[config.mk]
export PLATFORM = sky130hd
export DESIGN_NAME = uart_autobaud
export DESIGN_NICKNAME = d
export VERILOG_FILES = /design/src/rtl/uart_autobaud.sv
export SDC_FILE = /design/constraint.sdc
export NUM_CORES = 1
export LEC_CHECK = 0
export CELL_PAD_IN_SITES_DETAIL_PLACEMENT = 1
export CELL_PAD_IN_SITES_GLOBAL_PLACEMENT = 1
export CORE_ASPECT_RATIO = 0.5
export CORE_UTILIZATION = 34
export CTS_CLUSTER_SIZE = 20
export DETAILED_ROUTE_END_ITERATION = 10
export PLACE_DENSITY = 0.62
export SYNTH_ARGS = -nofsm -noshare
export SYNTH_HDL_FRONTEND = slang
export SYNTH_SLANG_ARGS = --single-unit
[constraint.sdc]
create_clock -name aclk -period 14.8 [get_ports aclk]
set_clock_uncertainty 0.15 [all_clocks]
set_input_delay 2.22 -clock aclk [delete_from_list [all_inputs] [get_ports aclk]]
set_output_delay 2.22 -clock aclk [all_outputs]
set_load 0.01 [all_outputs]
[src/rtl/uart_autobaud.sv]
// Auto-baud controller: measures a 0x55 sync character on the raw RX line
// and hands a validated prescaler to the receiver while it is idle.
module uart_autobaud #(
  parameter int unsigned DEFAULT_PRESCALER = 25,
  parameter int unsigned MIN_PRESCALER     = 4,
  parameter int unsigned TIMEOUT           = 1048575,
  parameter int unsigned IDLE_CYCLES       = 16
) (
  input  logic        aclk,
  input  logic        areset,
  input  logic        start,
  input  logic        cfg_load,
  input  logic [15:0] cfg_prescaler,
  input  logic        rxd,
  input  logic        rx_busy,
  output logic [15:0] prescaler_config,
  output logic        busy,
  output logic        locked,
  output logic        done,
  output logic        error
);

  typedef enum logic [2:0] {
    S_IDLE,
    S_WAIT_HIGH,
    S_WAIT_FALL,
    S_MEASURE,
    S_APPLY
  } state_t;

  localparam logic [19:0] TMO  = 20'(TIMEOUT);
  localparam logic [19:0] IDLC = 20'(IDLE_CYCLES);
  localparam logic [17:0] MINP = 18'(MIN_PRESCALER);

  state_t      state_q, state_d;
  logic        sync1_q, sync1_d;
  logic        sync2_q, sync2_d;
  logic        prev_q, prev_d;
  logic [19:0] cnt_q, cnt_d;
  logic [19:0] hcnt_q, hcnt_d;
  logic [19:0] intv_q, intv_d;
  logic [19:0] low_q, low_d;
  logic [19:0] ref_q, ref_d;
  logic [1:0]  nrise_q, nrise_d;
  logic [2:0]  nfall_q, nfall_d;
  logic [15:0] pend_q, pend_d;
  logic [15:0] presc_q, presc_d;
  logic        from_meas_q, from_meas_d;
  logic        busy_q, busy_d;
  logic        locked_q, locked_d;
  logic        done_q, done_d;
  logic        error_q, error_d;

  logic        fall, rise, tmo;
  logic [20:0] low2, intv_w, d_li;
  logic [19:0] d_ref;
  logic        ok_li, ok_ref, ok_all;
  logic [17:0] result;
  logic        res_ok;

  always_comb begin
    fall   = prev_q & ~sync2_q;
    rise   = ~prev_q & sync2_q;
    tmo    = (cnt_q == TMO);
    low2   = {low_q, 1'b0};
    intv_w = {1'b0, intv_q};
    d_li   = (low2 >= intv_w) ? low2 - intv_w
                              : intv_w - low2;
    ok_li  = d_li <= {3'b000, intv_q[19:2]};
    d_ref  = (intv_q >= ref_q) ? intv_q - ref_q
                               : ref_q - intv_q;
    // the reference interval is only known from the second fall on
    ok_ref = (nfall_q == 3'd0) ||
             (d_ref <= {2'b00, ref_q[19:2]});
    ok_all = (nrise_q == 2'd1) && ok_li && ok_ref;
    result = 18'((21'(cnt_q) + 21'd4) >> 3);
    res_ok = (result >= MINP) &&
             (result[17:16] == 2'b00);
  end

  always_comb begin
    state_d     = state_q;
    sync1_d     = rxd;
    sync2_d     = sync1_q;
    prev_d      = sync2_q;
    cnt_d       = cnt_q;
    hcnt_d      = hcnt_q;
    intv_d      = intv_q;
    low_d       = low_q;
    ref_d       = ref_q;
    nrise_d     = nrise_q;
    nfall_d     = nfall_q;
    pend_d      = pend_q;
    presc_d     = presc_q;
    from_meas_d = from_meas_q;
    locked_d    = locked_q;
    done_d      = 1'b0;
    error_d     = 1'b0;

    case (state_q)
      S_IDLE: begin
        if (cfg_load) begin
          pend_d      = cfg_prescaler;
          from_meas_d = 1'b0;
          locked_d    = 1'b0;
          state_d     = S_APPLY;
        end else if (start) begin
          locked_d = 1'b0;
          cnt_d    = 20'd1;
          hcnt_d   = 20'd0;
          state_d  = S_WAIT_HIGH;
        end
      end

      S_WAIT_HIGH: begin
        cnt_d = cnt_q + 20'd1;
        if (tmo) begin
          error_d = 1'b1;
          state_d = S_IDLE;
        end else if (sync2_q) begin
          hcnt_d = hcnt_q + 20'd1;
          if (hcnt_q + 20'd1 == IDLC) begin
            cnt_d   = 20'd1;
            state_d = S_WAIT_FALL;
          end
        end else begin
          hcnt_d = 20'd0;
        end
      end

      S_WAIT_FALL: begin
        cnt_d = cnt_q + 20'd1;
        if (tmo) begin
          error_d = 1'b1;
          state_d = S_IDLE;
        end else if (fall) begin
          cnt_d   = 20'd1;
          intv_d  = 20'd1;
          low_d   = 20'd1;
          nrise_d = 2'd0;
          nfall_d = 3'd0;
          state_d = S_MEASURE;
        end
      end

      S_MEASURE: begin
        // cnt_q is the elapsed time since the first fall
        cnt_d  = cnt_q + 20'd1;
        intv_d = intv_q + 20'd1;
        low_d  = low_q + {19'd0, ~sync2_q};
        if (rise && nrise_q != 2'd3)
          nrise_d = nrise_q + 2'd1;
        if (tmo) begin
          error_d = 1'b1;
          state_d = S_IDLE;
        end else if (fall) begin
          if (!ok_all) begin
            error_d = 1'b1;
            state_d = S_IDLE;
          end else begin
            nfall_d = nfall_q + 3'd1;
            if (nfall_q == 3'd0)
              ref_d = intv_q;
            intv_d  = 20'd1;
            low_d   = 20'd1;
            nrise_d = 2'd0;
            if (nfall_q == 3'd3) begin
              if (res_ok) begin
                pend_d      = result[15:0];
                from_meas_d = 1'b1;
                state_d     = S_APPLY;
              end else begin
                error_d = 1'b1;
                state_d = S_IDLE;
              end
            end
          end
        end
      end

      S_APPLY: begin
        if (!rx_busy) begin
          presc_d  = pend_q;
          locked_d = from_meas_q;
          done_d   = 1'b1;
          state_d  = S_IDLE;
        end
      end

      default: state_d = S_IDLE;
    endcase

    busy_d = (state_d != S_IDLE);
  end

  always_ff @(posedge aclk) begin
    if (areset) begin
      state_q     <= S_IDLE;
      sync1_q     <= 1'b1;
      sync2_q     <= 1'b1;
      prev_q      <= 1'b1;
      cnt_q       <= '0;
      hcnt_q      <= '0;
      intv_q      <= '0;
      low_q       <= '0;
      ref_q       <= '0;
      nrise_q     <= '0;
      nfall_q     <= '0;
      pend_q      <= '0;
      presc_q     <= 16'(DEFAULT_PRESCALER);
      from_meas_q <= 1'b0;
      busy_q      <= 1'b0;
      locked_q    <= 1'b0;
      done_q      <= 1'b0;
      error_q     <= 1'b0;
    end else begin
      state_q     <= state_d;
      sync1_q     <= sync1_d;
      sync2_q     <= sync2_d;
      prev_q      <= prev_d;
      cnt_q       <= cnt_d;
      hcnt_q      <= hcnt_d;
      intv_q      <= intv_d;
      low_q       <= low_d;
      ref_q       <= ref_d;
      nrise_q     <= nrise_d;
      nfall_q     <= nfall_d;
      pend_q      <= pend_d;
      presc_q     <= presc_d;
      from_meas_q <= from_meas_d;
      busy_q      <= busy_d;
      locked_q    <= locked_d;
      done_q      <= done_d;
      error_q     <= error_d;
    end
  end

  assign prescaler_config = presc_q;
  assign busy             = busy_q;
  assign locked           = locked_q;
  assign done             = done_q;
  assign error            = error_q;

endmodule
# After elaboration in Yosys (flattened, before gate mapping)
# Index checks and enable logic that the tools add are counted.
# Widths: inputs -> output; s select.
# totals
mem_bits_ro	0
in_bits	22
word_cells	165
register_bits	148
output_inout_bits	20
memories	0
ramBits	0
latch_bits	0
# op_classes
magnitude_cmp	5
n_div	0
eq_ne	22
shift	0
add_sub_neg	11
n_mul	0
n_reduce_logical	24
bitwise	7
mux	78
# ops
operator	n
$mux 20	20
$pmux 20 s2	3
$mux 16	6
$pmux 20 s4	1
$add 20x1->20 const B	3
$mux 3	18
$sub 20x20->20	2
$pmux 16 s2	1
$ne 2x2->1 const B	13
$add 20x3->21 const B	1
$ge 21x20->1	1
$le 21x18->1	1
$mux 21	1
$sub 20x21->21	1
$sub 21x20->21	1
$add 20x1->20	1
$eq 20x20->1 const B	1
$eq 20x5->1 const B	1
$ge 20x20->1	1
$le 20x18->1	1
$ge 18x3->1 const B	1
$mux 1	16
$pmux 3 s5	1
$mux 2	6
26 further kinds	45

# Logic depth before layout (Yosys ltp)
# logic_depth
depth_word	10
mapped_depth	27
depth_no_buf	23

# Worst setup path after synthesis
# No wires, ideal clock.
# synth_path
path_type	register -> register
from	register intv_q[4]
to	register pend_q[5]
path_buffers	5
required_ns	14.588
period_less_slack_ns	5.716
slack_ns	9.084
path_stages_with_launch	25
setup_ns	0.062
arrival_time_ns	5.503
cell_sequence	dfxtp_1 -> clkbuf_1 -> inv_1 -> ha_1 -> buf_6 -> and3_4 -> and3_1 -> a311oi_2 -> o211ai_1 -> a41oi_2 -> buf_2 -> clkbuf_1 -> mux2i_1 -> xnor2_1 -> ha_1 -> nand4_1 -> nor3_1 -> nand4_1 -> a21bo_2 -> a31oi_1 -> nand4_1 -> a211o_1 -> buf_6 -> or4b_1 -> nand3_1
# synth_via
elab_chain_cells	7
elab_cells_between_ends	15
cone_classes	add/sub (4); order compare (4); eq/ne (1); mux (2); reduce/logical (4)
# synth_lines
element	line	text
start: declaration	41	logic [19:0] intv_q, intv_d;
start signal: assignment	223	intv_q <= intv_d;
$sub 20x21->21 (tied with other cells)	68	: intv_w - low2;
$mux 21 / $mux 20 (equally long branches)	67, 70	
$le 21x18->1 / $le 20x18->1 (equally long branches)	69, 74	
$logic_and 1x1->1 / $logic_or 1x1->1 (equally long branches)	75, 73	
$logic_and 1x1->1 (*)	75	ok_all = (nrise_q == 2'd1) && ok_li && ok_ref;
$ne 2x2->1 (no line) (*)	n/a	
$reduce_and 7->1 (no line) (*)	n/a	
end signal: assignment	228	pend_q <= pend_d;
end: declaration	46	logic [15:0] pend_q, pend_d;
# Mark *: on every way between the ends. The rest lies on a longest branch, timed or not.
# A chain may end at the register's enable or synchronous reset.

# Worst setup path after layout
# layout_path
from	register intv_q[1]
to	register ref_q[1]
# layout_via
elab_chain_cells	6
elab_cells_between_ends	14
cone_classes	add/sub (4); order compare (4); mux (2); reduce/logical (4)
# layout_lines
element	line	text
$sub 20x21->21 (tied with other cells)	68	
$mux 21 / $mux 20 (equally long branches)	67, 70	
$le 21x18->1 / $le 20x18->1 (equally long branches)	69, 74	
$logic_and 1x1->1 / $logic_or 1x1->1 (equally long branches)	75, 73	
$logic_and 1x1->1	75	
$reduce_and 5->1 (no line)	n/a	
end signal: assignment	225	ref_q <= ref_d;
end: declaration	43	logic [19:0] ref_q, ref_d;
# Several ways; a longest one is shown, not always the timed one.

==> flow_summary.ini <==
[status]
run_status = completed

[place]
hpwlAfterDp_mm = 37.29
place.gp.congestion = 0.9191
io_buffers = 41

[clock_network]
cts_root_buf = clkbuf_16
cts_buffers = 17
cts_tree = yes
cts_resized = 0
htree_levels = 4
postCtsSetupRepairBufs = 0
clk_pin_slew_worst_paths_ns = 0.07
clock-sinks = 148
insertion_delay_ns = 0.45
cts_hold_buf = 0
cts_buffer_depth = 2

[critical_path]
critical_path.slowest_cell = nor2_2
cp-end-kind = register
rr_worst_depth = 23
worst_ep_required_time_ns = 15.02
crit_chain = inv_1 > ha_1 > inv_1 > fa_1 > or3b_1 > o22ai_1 > o21a_1 > o21ai_1 > a41oi_2 > mux2_2 > o21ai_0 > a21oi_1 > xnor2_1 > ha_1 > nand4_1 > nor3_1 > nand4_1 > a21bo_2 > a31oi_1 > nand4_1 > a211o_1 > nor2_2 > mux2i_1
crit_type = register to register
critPathArrivalTime_ns = 8.38
cp-start-kind = register
crit_family = compound AO/OA/AOI/OAI gates
crit_top_cell = nand4_1
ff2ff_setup_slack_ns = 6.63
cp.buffers_inverters = 2
crit_cells = 23
cpPeakStageDelay_ns = 0.95
crit_fanout = 31

[route]
first_pass_iters = 5
vias = 13000
drc = 0
wl_mm = 48.08
wl_per_cell_um = 21.92
postRouteAntennaNets = 0
post_drt_via_cell_ratio = 5.927
drt_iter0_markers = 795

[logic_synthesis]
synth_top_area_share = 0.2282
syn_area_um2 = 12990
synth_cell_types = 88
synth-seq-cells = 148
synth_top_cell_by_area = dfxtp_1
syn_area_per_cell_um2 = 7.520
synth_edf_count = 0
yosys_warnings = 0
synth_cells = 1727
synth_nets = 1877
ys_seq_area_frac = 0.2282
synth_flop_cell = dfxtp_1
synthArstFlopShare = 0
synth_area_leaders = dfxtp_1 23%, ha_1 12%, a21oi_1 5.6%

[pwr]
p_comb_frac = 0.064
total_power_uw = 934.9
p_clk_frac = 0.491
swShare = 0.2678
p_switching_uw = 250.4
ir_worst_vdd_uv = 45.59
powerDensity_nw_per_um2 = 65.92
internal_power_uw = 684.5
pwr-share-seq = 0.445
leakagePower_nw = 5.300

[sta]
fin_tns_setup_ns = 0
min_period_over_period = 0.5518
relSlewSlack = 0.2551
hold_viol = 0
tightest_slew_ns = 1.113
finalSetupViolCount = 0
min_period_ns = 8.166
whs_ns = 0.2647
fmax_mhz = 122.5
rsz0062_at_grt = no
maxSlewViolCount = 0

[finish]
multiInputGateArea_um2 = 9164
drive_gt1_frac = 0.04768
layout.nets = 1837
fillers = 4549
synthToLayoutAreaGrowth_pct = 9.211
regArea_um2 = 2963
antenna_cells = 0

[floorplan]
start_util = 0.3460
dieHeight_um = 140.2
row_count = 50
die_x_um = 278.4
die_area_um2 = 39030
io_pins = 42
core-area_um2 = 37540

[global_routing]
grt_first_pass_wirelength_mm = 76.65
grt_use_total = 0.2472
grt_max_degree = 70
grt_pass1_vias = 13240
gr-total-overflow = 0
antenna_found_initial = 1

[worst_hold_path]
hp-class = register to register
whs_path_depth = 1

[job]
cap_violations = 0
==> worst register-to-register path: cells and delay by family (launching register included) <==
| family | cells | cell delay [ns] |
|---|---|---|
| flip-flops | 1 | 0.48 |
| multiplexers | 2 | 0.69 |
| adder cells (fa/ha/maj) | 3 | 0.84 |
| AND/OR/NAND/NOR | 6 | 2.55 |
| XOR/XNOR | 1 | 0.16 |
| buffers and inverters | 2 | 0.32 |
| AO/OA/AOI/OAI | 9 | 2.90 |
==> cell usage after synthesis, types with 8 or more instances <==
master and instances:
nand4_1 54, dfxtp_1 148, o211ai_1 13, nor3_1 85
or3_1 12, nand3b_1 17, or2_2 8, and2_1 10
and4_1 10, o31ai_1 31, mux2i_1 20, o21a_1 14
and3_1 30, a21oi_1 146, a21o_1 22, clkbuf_1 62
ha_1 124, nand2b_1 9, a31oi_1 22, nand3_1 71
o21ai_0 114, xnor2_1 71, or4b_1 10, nor2_1 98
buf_2 33, nor2b_1 12, xor2_1 22, o21ai_1 8
a211oi_1 17, a22oi_1 16, inv_1 94, nand2_1 157
nor4_1 17, or4_1 11
==> routing by layer <==
layer	global-route usage	up-vias	part of all wire
li1	-	6243	-
met1	0.3534	6450	0.51
met2	0.3886	260	0.44
met3	0.04070	44	0.038
met4	0.05176	0	0.014
met5	0	-	0
==> power by group through the flow <==
stage | Sequential [mW] | Combinational, mW | Clock [mW]
2_1_floorplan | 0.422 | 0.0371 | 0
3_3_place_gp | 0.424 | 0.0583 | 0
3_5_place_dp | 0.425 | 0.0600 | 0
4_1_cts | 0.416 | 0.0603 | 0.472
5_1_grt | 0.417 | 0.0661 | 0.489
6_report | 0.416 | 0.0599 | 0.459
==> path summary, 6_finish.rpt <==
kind / endpoint / from
max: ref_q[1] / intv_q[1]
min: prev_d / sync1_q
max reg2reg: ref_q[1] / intv_q[1]
min reg2reg: prev_d / sync1_q
==> final cells by class <==
cell class,count,area share
repair buffers,52,0.03458
clock buffers,17,0.03000
inverters,94,0.02488
clock inverters,14,0.01191
well taps,494,0.04358
flip-flops and latches,148,0.2089
multi-input cells,1374,0.6461
==> stage by stage <==
stage	instance area, um2	cells	setup WS (ns)	util
5_1_grt	14180	2193	6.208	0.3778
2_1_floorplan	12990	1727	9.084	-
4_1_cts	14180	2193	6.773	0.3778
3_5_place_dp	13590	2162	6.816	0.3620
6_report	14180	2193	6.634	0.3778
3_3_place_gp	13590	2162	7.000	0.3620
==> cell families (layout without fill, tap and decap cells) <==
kind of cell | Yosys count | in the layout | synth area share
AOI/OAI and AO/OA | 494 | 494 | 0.2431
xor gates and xnor gates | 93 | 93 | 0.06272
adders and majority gates | 128 | 128 | 0.1256
buffers and inverters | 205 | 177 | 0.06735
DFF | 148 | 148 | 0.2282
muxes | 25 | 25 | 0.01975
and+or+nand+nor | 634 | 634 | 0.2533
==> flip-flops by register name, summed over array words and instances (netlist names) <==
name              cells
done                  1
error                 1
prev_q                1
locked                1
busy                  1
intv_q               20
nrise_q               2
sync1_q               1
state_q               3
prev_d                1
prescaler_config     16
hcnt_q               20
low_q                20
ref_q                20
pend_q               16
from_meas_q           1
nfall_q               3
cnt_q                20
==> layout by cell type (no fill, tap or decap), drive strengths merged, types with 14 or more instances in the layout <==
master	instances
nand2	157
dfxtp	148
a21oi	148
ha	124
o21ai	123
inv	102
nor2	100
nor3	86
nand3	71
xnor2	71
nand4	55
clkdlybuf4s50	40
o31ai	31
and3	31
a21o	22
xor2	22
a31oi	22
mux2i	20
nor4	19
a211oi	19
nand3b	17
clkbuf	17
a22oi	16
o21a	14
No activity file was read; power rests on OpenSTA's default activity.
